===== config.mk =====
export PLATFORM = sky130hd
export DESIGN_NAME = keypad_scanner
export DESIGN_NICKNAME = d
export VERILOG_FILES = /design/src/rtl/keypad_scanner.sv
export SDC_FILE = /design/constraint.sdc
export NUM_CORES = 1
export LEC_CHECK = 0
export CORE_MARGIN = 2
export CORE_UTILIZATION = 30
export DETAILED_ROUTE_END_ITERATION = 8
export DONT_BUFFER_PORTS = 1
export GPL_ROUTABILITY_DRIVEN = 0
export PLACE_DENSITY_LB_ADDON = 0.1
export SYNTH_ARGS = -nofsm -noshare
export SYNTH_HDL_FRONTEND = slang
export SYNTH_SLANG_ARGS = --single-unit

===== constraint.sdc =====
create_clock -name clk -period 2.5 [get_ports clk]
set_clock_uncertainty 0.2 [all_clocks]
set_input_delay 0.375 -clock clk [delete_from_list [all_inputs] [get_ports clk]]
set_output_delay 0.375 -clock clk [all_outputs]
set_load 0.02 [all_outputs]

===== src/rtl/keypad_scanner.sv =====
// keypad_scanner: column-scanning driver for a 4x4 active-low matrix keypad.
// Walks a single low column across the matrix. When a row reads low it
// locks onto that column and debounces both the press and the release.
// The accepted key is reported as a hex code with a one-cycle strobe.
//
// Ports:
//   clk          system clock
//   rst          asynchronous reset, active-high
//   fil[3:0]     keypad rows, active-low (pulled up)
//   col[3:0]     keypad columns, active-low one-hot
//   key_hex[3:0] code of the last accepted key (held between presses)
//   key_valid    one-cycle pulse when key_hex is updated
//   key_pressed  high from acceptance until debounced release
module keypad_scanner #(
  parameter int SCAN_DIV        = 1000,
  parameter int DEBOUNCE_CYCLES = 50000
) (
  input  logic       clk,
  input  logic       rst,
  input  logic [3:0] fil,
  output logic [3:0] col,
  output logic [3:0] key_hex,
  output logic       key_valid,
  output logic       key_pressed
);

  localparam int CNT_MAX = (SCAN_DIV > DEBOUNCE_CYCLES) ? SCAN_DIV : DEBOUNCE_CYCLES;
  localparam int CNT_W   = $clog2(CNT_MAX + 1);
  localparam logic [CNT_W-1:0] DWELL_LAST = CNT_W'(SCAN_DIV - 1);
  localparam logic [CNT_W-1:0] DEB_LAST   = CNT_W'(DEBOUNCE_CYCLES - 1);
  localparam logic [CNT_W-1:0] CNT_ONE    = CNT_W'(1);

  typedef enum logic [1:0] {SCAN, DEBOUNCE, HOLD, RELEASE} state_t;

  state_t           state, state_n;
  logic [1:0]       idx, idx_n;
  logic [CNT_W-1:0] cnt, cnt_n;
  logic [3:0]       pattern, pattern_n;
  logic [3:0]       hex_n;
  logic             valid_n, pressed_n;
  logic [3:0]       fil_p0, fil_p1;
  logic [3:0]       fil_s;

  // Row code and column index to the keypad legend.
  function automatic logic [3:0] key_code(input logic [1:0] r, input logic [1:0] c);
    logic [3:0] code;
    case ({r, c})
      4'h0: code = 4'h1;
      4'h1: code = 4'h2;
      4'h2: code = 4'h3;
      4'h3: code = 4'hA;
      4'h4: code = 4'h4;
      4'h5: code = 4'h5;
      4'h6: code = 4'h6;
      4'h7: code = 4'hB;
      4'h8: code = 4'h7;
      4'h9: code = 4'h8;
      4'hA: code = 4'h9;
      4'hB: code = 4'hC;
      4'hC: code = 4'hE;
      4'hD: code = 4'h0;
      4'hE: code = 4'hF;
      default: code = 4'hD;
    endcase
    return code;
  endfunction

  // Lowest-index low row; only called with at least one row low.
  function automatic logic [1:0] low_row(input logic [3:0] p);
    logic [1:0] r;
    if (!p[0])      r = 2'd0;
    else if (!p[1]) r = 2'd1;
    else if (!p[2]) r = 2'd2;
    else            r = 2'd3;
    return r;
  endfunction

  assign fil_s = fil_p1;
  assign col   = ~(4'b0001 << idx);

  // Stage p0/p1: two-flop row synchronizer, idle value is all rows high
  always_ff @(posedge clk or posedge rst) begin
    if (rst) begin
      fil_p0 <= 4'hF;
      fil_p1 <= 4'hF;
    end else begin
      fil_p0 <= fil;
      fil_p1 <= fil_p0;
    end
  end

  always_ff @(posedge clk or posedge rst) begin
    if (rst) begin
      state       <= SCAN;
      idx         <= 2'd0;
      cnt         <= '0;
      pattern     <= 4'hF;
      key_hex     <= 4'h0;
      key_valid   <= 1'b0;
      key_pressed <= 1'b0;
    end else begin
      state       <= state_n;
      idx         <= idx_n;
      cnt         <= cnt_n;
      pattern     <= pattern_n;
      key_hex     <= hex_n;
      key_valid   <= valid_n;
      key_pressed <= pressed_n;
    end
  end

  always_comb begin
    state_n   = state;
    idx_n     = idx;
    cnt_n     = cnt;
    pattern_n = pattern;
    hex_n     = key_hex;
    valid_n   = 1'b0;
    pressed_n = key_pressed;
    case (state)
      SCAN: begin
        // Rows are sampled only at the end of the dwell, giving the
        // column time to settle and the synchronizer time to follow.
        if (cnt == DWELL_LAST) begin
          cnt_n = '0;
          if (fil_s == 4'hF) begin
            idx_n = idx + 2'd1;
          end else begin
            pattern_n = fil_s;
            state_n   = DEBOUNCE;
          end
        end else begin
          cnt_n = cnt + CNT_ONE;
        end
      end
      DEBOUNCE: begin
        // Full-pattern match: a second row joining or leaving restarts the scan.
        if (fil_s != pattern) begin
          state_n = SCAN;
          idx_n   = idx + 2'd1;
          cnt_n   = '0;
        end else if (cnt == DEB_LAST) begin
          hex_n     = key_code(low_row(pattern), idx);
          valid_n   = 1'b1;
          pressed_n = 1'b1;
          state_n   = HOLD;
          cnt_n     = '0;
        end else begin
          cnt_n = cnt + CNT_ONE;
        end
      end
      HOLD: begin
        // Row changes other than a full release are ignored here.
        if (fil_s == 4'hF) begin
          state_n = RELEASE;
          cnt_n   = '0;
        end
      end
      RELEASE: begin
        if (fil_s != 4'hF) begin
          state_n = HOLD;
        end else if (cnt == DEB_LAST) begin
          pressed_n = 1'b0;
          state_n   = SCAN;
          idx_n     = idx + 2'd1;
          cnt_n     = '0;
        end else begin
          cnt_n = cnt + CNT_ONE;
        end
      end
      default: state_n = SCAN;
    endcase
  end

endmodule


==> results.txt, run 1 <==
# diodes: 0
Mapped Nets: 212
I/O pins: 16
Avg WL per Cell: 14.8 um
Worst setup EP type: register
total CTS buffers: 5
Clock Path Buffers: 2
Synth async-reset ratio: 1.00
worst vdd ir: 0.196 mV
sequential element share of the synthesized area: 0.466
Post-synth EDFFs: 0
die area: 7590 um^2
Unique masters post-synth: 51
vias in the first global route: 1466
outcome: completed
final WL: 4300 um
Worst Hold Class: reg2reg
Tcrit/Tclk final: 0.918
FP Rows: 30
placed cell area: 2180 um^2
die height: 87.1 um
Post-CTS Setup Bufs: 0
register clock-pin slew on the reported worst setup and hold paths: 0.08 ns
Synth top area share: 0.314
setup TNS: 0 ns
Leak: 0.000911 uW
pin count of the biggest net entering global routing: 39
fin area: 2350 um^2
Final Hold Fails: 0
Max-slew headroom: 0.624
most numerous cell in the Yosys netlist: dfrtp_1
min Tclk post-route: 2.30 ns
cell taking the most area after synthesis: dfrtp_1
ratio of cells with drive above 1 in the final layout: 0.223
first-pass GRT wire length: 7110 um
number of port buffers: 0
DR top layer: met4
P&R area growth vs syn: 13.2%
WS Path Type: reg2reg
Post-synth top flop: dfrtp_1
largest cells by area after synthesis: dfrtp_1 31%, dfstp_2 15%, ha_1 4.2%, o21ai_0 3.4%, xor2_1 3.4%
fin. max-slew vios: 0
worst path required time: 2.48 ns
#FFs+latches synth: 38
vias per inst: 5.26
nets: 223
gr usage total: 0.121
HP Start: fil_p0[3]
remaining global-route overflow: 0
M1 WL: 2060 um
metal2 WL: 1920 um
syn_area_per_cell: 10.4 um^2
CP startpoint kind: register
pwr/cell area: 491 nW/um^2
Antenna Violating Nets Remaining: 0
RSZ-0062 raised after global routing: no
Synth Cell Area: 2070 um^2
1st-iter DRT viols: 91
number of remaining DRC errors: 0
Mapped Cells: 199
Ys Warns: 0
crit path launch: cnt[3]
worst-margin pin slew: 0.562 ns
# setup viols final: 0
FMAX: 436 MHz
Clock Latency Late Sink: 0.29 ns
reg2reg start: cnt[3]
core area: 6760 um^2
initial antenna violation count: 0
number of detailed-route iterations in the first pass: 4
Starting Density: 0.307
most common library cells after synthesis: 26 x dfrtp_1, 18 x nand2_1, 15 x nor2_1
hpwl dp: 2990 um
CTS tree: yes
htree depth: 2
root buffer cell: clkbuf_8
via count: 1531
max-cap viol count: 0
CTS Sinks: 38
met3 routed WL: 223 um
CP max FO: 9
chip width: 87.1 um
crit path DAT: 2.28 ns
## per-stage QoR
step                std cells  utilization  hold WS (ns)  worst slack (ns)  power, uW
floorplan                 199            -         0.145             0.351        657
CTS                       291        0.346         0.162             0.105       1170
detailed placement        278        0.323         0.149             0.133        665
global route              291        0.347         0.165            0.0284       1200
global placement          278        0.323         0.146             0.175        665
finish                    291        0.347         0.160             0.204       1150
## routing by layer
metal,GRT usage,up-vias
met5,0,-
met4,0.0490,0
met3,0.0313,10
met2,0.180,58
met1,0.167,731
li1,-,732
## repair_timing
item                                   CTS  global route
setup endpoints to repair                0             4
endpoints found under the hold margin   30             0
hold buffers                             5             0
resized for setup                        0             1
## path summary, 6_finish.rpt
kind	end	slack, ns	cells past startpoint
max in group asynchronous	pattern[2]	1.30	3
min in group asynchronous	cnt[13]	0.43	3
worst max-delay path	idx[1]	0.20	5
worst max register to register	idx[1]	0.20	5
worst min register to register	fil_p1[3]	0.16	0
worst min-delay path	fil_p1[3]	0.16	0
## cells by family (layout without fill, tap and decap cells)
logic type	after synthesis	in the layout	synth area share
DFF	38	38	0.466
buffers and inverters	19	31	0.0398
muxes	8	8	0.0422
xor gates and xnor gates	15	15	0.0634
and+or+nand+nor	76	76	0.227
AOI/OAI and AO/OA	36	36	0.119
adders and majority gates	7	7	0.0422
## report_power, final
group	internal, uW	switching (uW)	leakage (uW)
Sequential	626	4.71	0.000474
Combinational	10.3	17.3	0.000380
Clock	258	235	0.0000572
Total	895	257	0.000911
## state kept, by name, indices dropped and copies added, names as in the netlist, 2 cells and up
signal,cells
cnt,16
fil_p0,4
fil_p1,4
idx,2
key_hex,4
pattern,4
state,2
## cell usage in the layout (no fill, tap or decap), types with 4 or more instances in the layout
master,instances
buf_4,7
clkbuf_8,5
dfrtp_1,26
dfstp_2,12
dlygate4sd3_1,5
ha_1,7
inv_1,11
mux2_2,4
nand2_1,18
nand3_1,8
nand4_1,6
nor2_1,15
o21ai_0,14
xnor2_1,7
xor2_1,8
## cell type report
type / instances / area [um^2]
clock buffers: 6 / 93.8
fillers: 673 / 4410
well taps: 80 / 100
flip-flops and latches: 38 / 966
repair buffers: 12 / 103
clock inverters: 2 / 12.5
multi-input cells: 142 / 1030
inverters: 11 / 41.3
## worst max-delay path: stages, from the launching register on
cell and delay [ns]:
dfrtp_1 0.47, or4b_4 0.53, nor4_4 0.32, nor3_2 0.16, a21oi_4 0.17, mux2_1 0.33
(Power assumes the default switching activity.)
==> run 2: changes to the inputs <==
- CORE_UTILIZATION: 30 -> 26
==> results.txt, run 2 (same netlist as run 1, synthesis figures left out) <==
CTS Sinks: 38 (unchanged)
Starting Density: 0.268 (-0.0386)
crit path to: idx[1]
crit path launch: cnt[15]
Clock Latency Late Sink: 0.30 ns (about the same)
die height: 93.3 um (+7.1%)
gr usage total: 0.109 (-0.0115)
max-cap viol count: 0 (unchanged)
Int Pwr: 896 uW (+0.14%)
area occupied by registers: 966 um^2 (unchanged)
Worst setup EP type: register
sequential fraction of design power: 0.546 (-0.002)
pin count of the biggest net entering global routing: 25 (-36%)
Switching Fraction: 0.225 (+0.00240)
ratio of cells with drive above 1 in the final layout: 0.241 (+0.0180)
number of port buffers: 0 (unchanged)
most common cell after layout, fill and taps aside: dfrtp_1
# diodes: 0 (unchanged)
Placed Instances: 305 (+9.7%)
hpwl dp: 3230 um (+8.1%)
final std cells w/o fill: 318 (+9.3%)
CTS tree: yes
nets: 228 (+2.2%)
crit path DAT: 2.30 ns (+0.02 ns)
Clock Path Buffers: 2 (unchanged)
vias per inst: 4.78 (-9.1%)
1st-iter DRT viols: 105 (+15%)
reg-to-reg critical path endpoint: idx[1]
most frequent cells in the layout: 26 x dfrtp_1, 18 x nand2_1, 15 x nor2_1, 14 x o21ai_0, 12 x dfstp_2
Tcrit/Tclk final: 0.927 (+0.00885)
final WL: 4380 um (+2.0%)
pwr/cell area: 477 nW/um^2 (-2.8%)
remaining global-route overflow: 0 (unchanged)
via count: 1520 (-0.72%)
worst path required time: 2.48 ns (about the same)
FP Rows: 32 (+6.7%)
Worst Hold Class: reg2reg
CP max FO: 5 (-4)
Final Hold Fails: 0 (unchanged)
CP startpoint kind: register
core area: 7730 um^2 (+14%)
register clock-pin slew on the reported worst setup and hold paths: 0.08 ns (about the same)
min Tclk post-route: 2.32 ns (+0.0221 ns)
most flop-heavy register: cnt
die area: 8700 um^2 (+15%)
clock share of power: 0.429 (about the same)
Fillers: 780 (+16%)
RSZ-0062 raised after global routing: no
Reg2Reg Depth: 5 (unchanged)
# setup viols final: 0 (unchanged)
chip width: 93.3 um (+7.1%)
fin. max-slew vios: 0 (unchanged)
max reg flops: 16 (unchanged)
Net Sw Power: 261 uW (+1.5%)
initial antenna violation count: 0 (unchanged)
WS Path Type: reg2reg
Max-slew headroom: 0.599 (-0.0250)
total CTS buffers: 5 (unchanged)
outcome: completed
first-pass GRT wire length: 7530 um (+6.0%)
flop-to-flop setup slack: 0.18 ns (-0.02 ns)
htree depth: 2 (unchanged)
I/O pins: 16 (unchanged)
Avg WL per Cell: 13.8 um (-6.6%)
setup TNS: 0 ns (unchanged)
worst vdd ir: 0.204 mV (+4.2%)
reg2reg start: cnt[15]
multi-input logic area: 1030 um^2 (unchanged)
vias in the first global route: 1509 (+2.9%)
FMAX: 431 MHz (-0.95%)
Antenna Violating Nets Remaining: 0 (unchanged)
Gate power share: 0.025 (about the same)
number of detailed-route iterations in the first pass: 4 (unchanged)
worst-margin pin slew: 0.599 ns (+0.0373 ns)
root buffer cell: clkbuf_8
number of remaining DRC errors: 0 (unchanged)
P&R area growth vs syn: 17.0%
Post-CTS Setup Bufs: 0 (unchanged)
Leak: 0.000939 uW (+3.1%)
## run 2: routing by layer
layer	part of all wire	track usage
met1	0.49	0.150
met2	0.45	0.167
met3	0.046	0.0274
met4	0.017	0.0404
met5	0	0
## run 2: worst min-delay path by stage
| stage | from | to | cells after the start |
|---|---|---|---|
| after global routing | fil_p0[1] | fil_p1[1] | 0 |
| after detailed placement | rst | cnt[11] | 2 |
| after CTS | fil_p0[1] | fil_p1[1] | 0 |
| after global placement | rst | cnt[13] | 2 |
| after floorplan | fil_p0[0] | fil_p1[0] | 0 |
| final | fil_p0[1] | fil_p1[1] | 0 |
## run 2: final cells by class
class | count | share of cell area
Multi-Input combinational cell | 142 | 0.425
Sequential cell | 38 | 0.398
Timing Repair Buffer | 17 | 0.0630
Tap cell | 102 | 0.0526
Clock buffer | 6 | 0.0387
Inverter | 11 | 0.0170
Clock inverter | 2 | 0.00516
## run 2: per-stage QoR
stage / hold WS, ns / util / area, um^2 / worst slack (ns) / power (uW)
6_report: 0.159 / 0.314 / 2420 / 0.182 / 1160
5_1_grt: 0.165 / 0.314 / 2420 / 0.0788 / 1200
4_1_cts: 0.160 / 0.313 / 2420 / 0.106 / 1170
3_5_place_dp: 0.105 / 0.293 / 2260 / 0.124 / 667
3_3_place_gp: 0.0961 / 0.293 / 2260 / 0.163 / 666
2_1_floorplan: 0.145 / - / 2070 / 0.351 / 657
## run 2: timing repair
| item | CTS | global route |
|---|---|---|
| setup endpoints to repair | 0 | 4 |
| hold buffers | 5 | 0 |
| resized for setup | 0 | 1 |
| endpoints found under the hold margin | 30 | 0 |
## run 2: power by group through the flow
| stage | registers (uW) | logic [uW] | clock network [uW] |
|---|---|---|---|
| CTS | 631 | 30.4 | 513 |
| detailed placement | 643 | 24.0 | 0 |
| global placement | 643 | 23.3 | 0 |
| global route | 632 | 33.9 | 539 |
| finish | 631 | 28.8 | 497 |
| floorplan | 641 | 15.4 | 0 |
## run 2: worst max-delay path, stage by stage, from the launching register on
cell and delay [ns]:
dfrtp_1 0.44, or4b_4 0.58, nor4_4 0.33, nor3_2 0.17, a21oi_4 0.16, mux2_1 0.34
==> run 3: changes to the inputs <==
- CTS_BUF_LIST: unset -> sky130_fd_sc_hd__clkbuf_4
==> results.txt, run 3 (same netlist as run 1, synthesis figures left out) <==
Tcrit/Tclk final: 0.921 (-0.00606)
CTS tree: yes
first-pass GRT wire length: 7520 um (-0.17%)
gr usage total: 0.109 (-0.000550)
most flop-heavy register: cnt
vias per inst: 4.81 (+0.53%)
chip width: 93.3 um (unchanged)
min Tclk post-route: 2.30 ns (-0.0151 ns)
die area: 8700 um^2 (unchanged)
Max-slew headroom: 0.596 (-0.00233)
# setup viols final: 0 (unchanged)
most common cell after layout, fill and taps aside: dfrtp_1
Starting Density: 0.268 (unchanged)
Post-CTS Setup Bufs: 0 (unchanged)
P&R area growth vs syn: 15.7%
FMAX: 434 MHz (+0.66%)
max reg flops: 16 (unchanged)
vias in the first global route: 1518 (+0.60%)
Clock Latency Late Sink: 0.35 ns (+0.05 ns)
Avg WL per Cell: 13.7 um (-0.62%)
I/O pins: 16 (unchanged)
worst-margin pin slew: 0.602 ns (+0.00348 ns)
most frequent cells in the layout: 26 x dfrtp_1, 18 x nand2_1, 15 x nor2_1, 14 x o21ai_0, 12 x dfstp_2
Leak: 0.000928 uW (-1.2%)
worst path required time: 2.54 ns (+0.06 ns)
pwr/cell area: 455 nW/um^2 (-4.5%)
WS Path Type: reg2reg
crit path DAT: 2.34 ns (+0.04 ns)
Clock Path Buffers: 2 (unchanged)
Worst Hold Class: reg2reg
post-layout util: 0.310 (-0.00340)
number of remaining DRC errors: 0 (unchanged)
total CTS buffers: 5 (unchanged)
Worst setup EP type: register
pin count of the biggest net entering global routing: 25 (unchanged)
fin. max-slew vios: 0 (unchanged)
CP startpoint kind: register
setup TNS: 0 ns (unchanged)
initial antenna violation count: 0 (unchanged)
FP Rows: 32 (unchanged)
Antenna Violating Nets Remaining: 0 (unchanged)
final WL: 4360 um (-0.62%)
1st-iter DRT viols: 129 (+23%)
worst vdd ir: 0.203 mV (-0.51%)
CP max FO: 5 (unchanged)
RSZ-0062 raised after global routing: no
register clock-pin slew on the reported worst setup and hold paths: 0.13 ns (+0.05 ns)
outcome: completed
remaining global-route overflow: 0 (unchanged)
via count: 1528 (+0.53%)
ratio of cells with drive above 1 in the final layout: 0.241 (unchanged)
number of detailed-route iterations in the first pass: 4 (unchanged)
hpwl dp: 3230 um (unchanged)
die height: 93.3 um (unchanged)
root buffer cell: clkbuf_4
Final Hold Fails: 0 (unchanged)
core area: 7730 um^2 (unchanged)
number of port buffers: 0 (unchanged)
max-cap viol count: 0 (unchanged)
nets: 228 (unchanged)
# diodes: 0 (unchanged)
htree depth: 2 (unchanged)
CTS Sinks: 38 (unchanged)
run 3: changes by cell type in the layout (fill, tap and decap cells not counted):
cell	delta
clkbuf_8	-5
clkbuf_4	+5
clkbuf_16	-1
bufinv_16	+1
run 3: power breakdown:
group | switching [uW] | internal [uW]
Clock | 220 | 212
Combinational | 17.5 | 11.3
Sequential | 4.77 | 627
Total | 242 | 850
run 3: per-stage QoR:
step | instances | setup WS, ns | hold WS (ns) | cell area, um^2 | total power [uW]
global route | 318 | 0.0700 | 0.172 | 2400 | 1140
global placement | 305 | 0.163 | 0.0961 | 2260 | 666
finish | 318 | 0.197 | 0.165 | 2400 | 1090
detailed placement | 305 | 0.124 | 0.105 | 2260 | 667
CTS | 318 | 0.0894 | 0.166 | 2390 | 1120
floorplan | 199 | 0.351 | 0.145 | 2070 | 657
run 3: path summary, 6_finish.rpt:
| path | from | to | slack, ns | cells past startpoint |
|---|---|---|---|---|
| max | cnt[15] | idx[1] | 0.20 | 5 |
| min | fil_p0[1] | fil_p1[1] | 0.17 | 0 |
| max reg2reg | cnt[15] | idx[1] | 0.20 | 5 |
| min reg2reg | fil_p0[1] | fil_p1[1] | 0.17 | 0 |
| max in group asynchronous | rst | pattern[1] | 1.49 | 3 |
| min in group asynchronous | rst | cnt[1] | 0.26 | 3 |
run 3: layout make-up:
cell class,count,area (um^2)
clock inverters,3,42.5
flip-flops and latches,38,966
multi-input cells,142,1030
well taps,102,128
fillers,786,5330
clock buffers,5,37.5
inverters,11,41.3
repair buffers,17,153
run 3: critical path: stages, from the launching register on:
cell,delay (ns)
dfrtp_1,0.44
or4b_4,0.57
nor4_4,0.33
nor3_2,0.17
a21oi_4,0.16
mux2_1,0.34
run 3: routing by layer:
metal	track usage	wire, um
met5	0	0
met4	0.0368	59
met3	0.0282	227
met2	0.168	2030
met1	0.148	2040
run 3: what timing repair did:
item                       4_1_cts  5_1_grt
setup endpoints to repair        0        4
hold endpoints to repair        30        0
resized for setup                0        1
hold buffers                     5        0
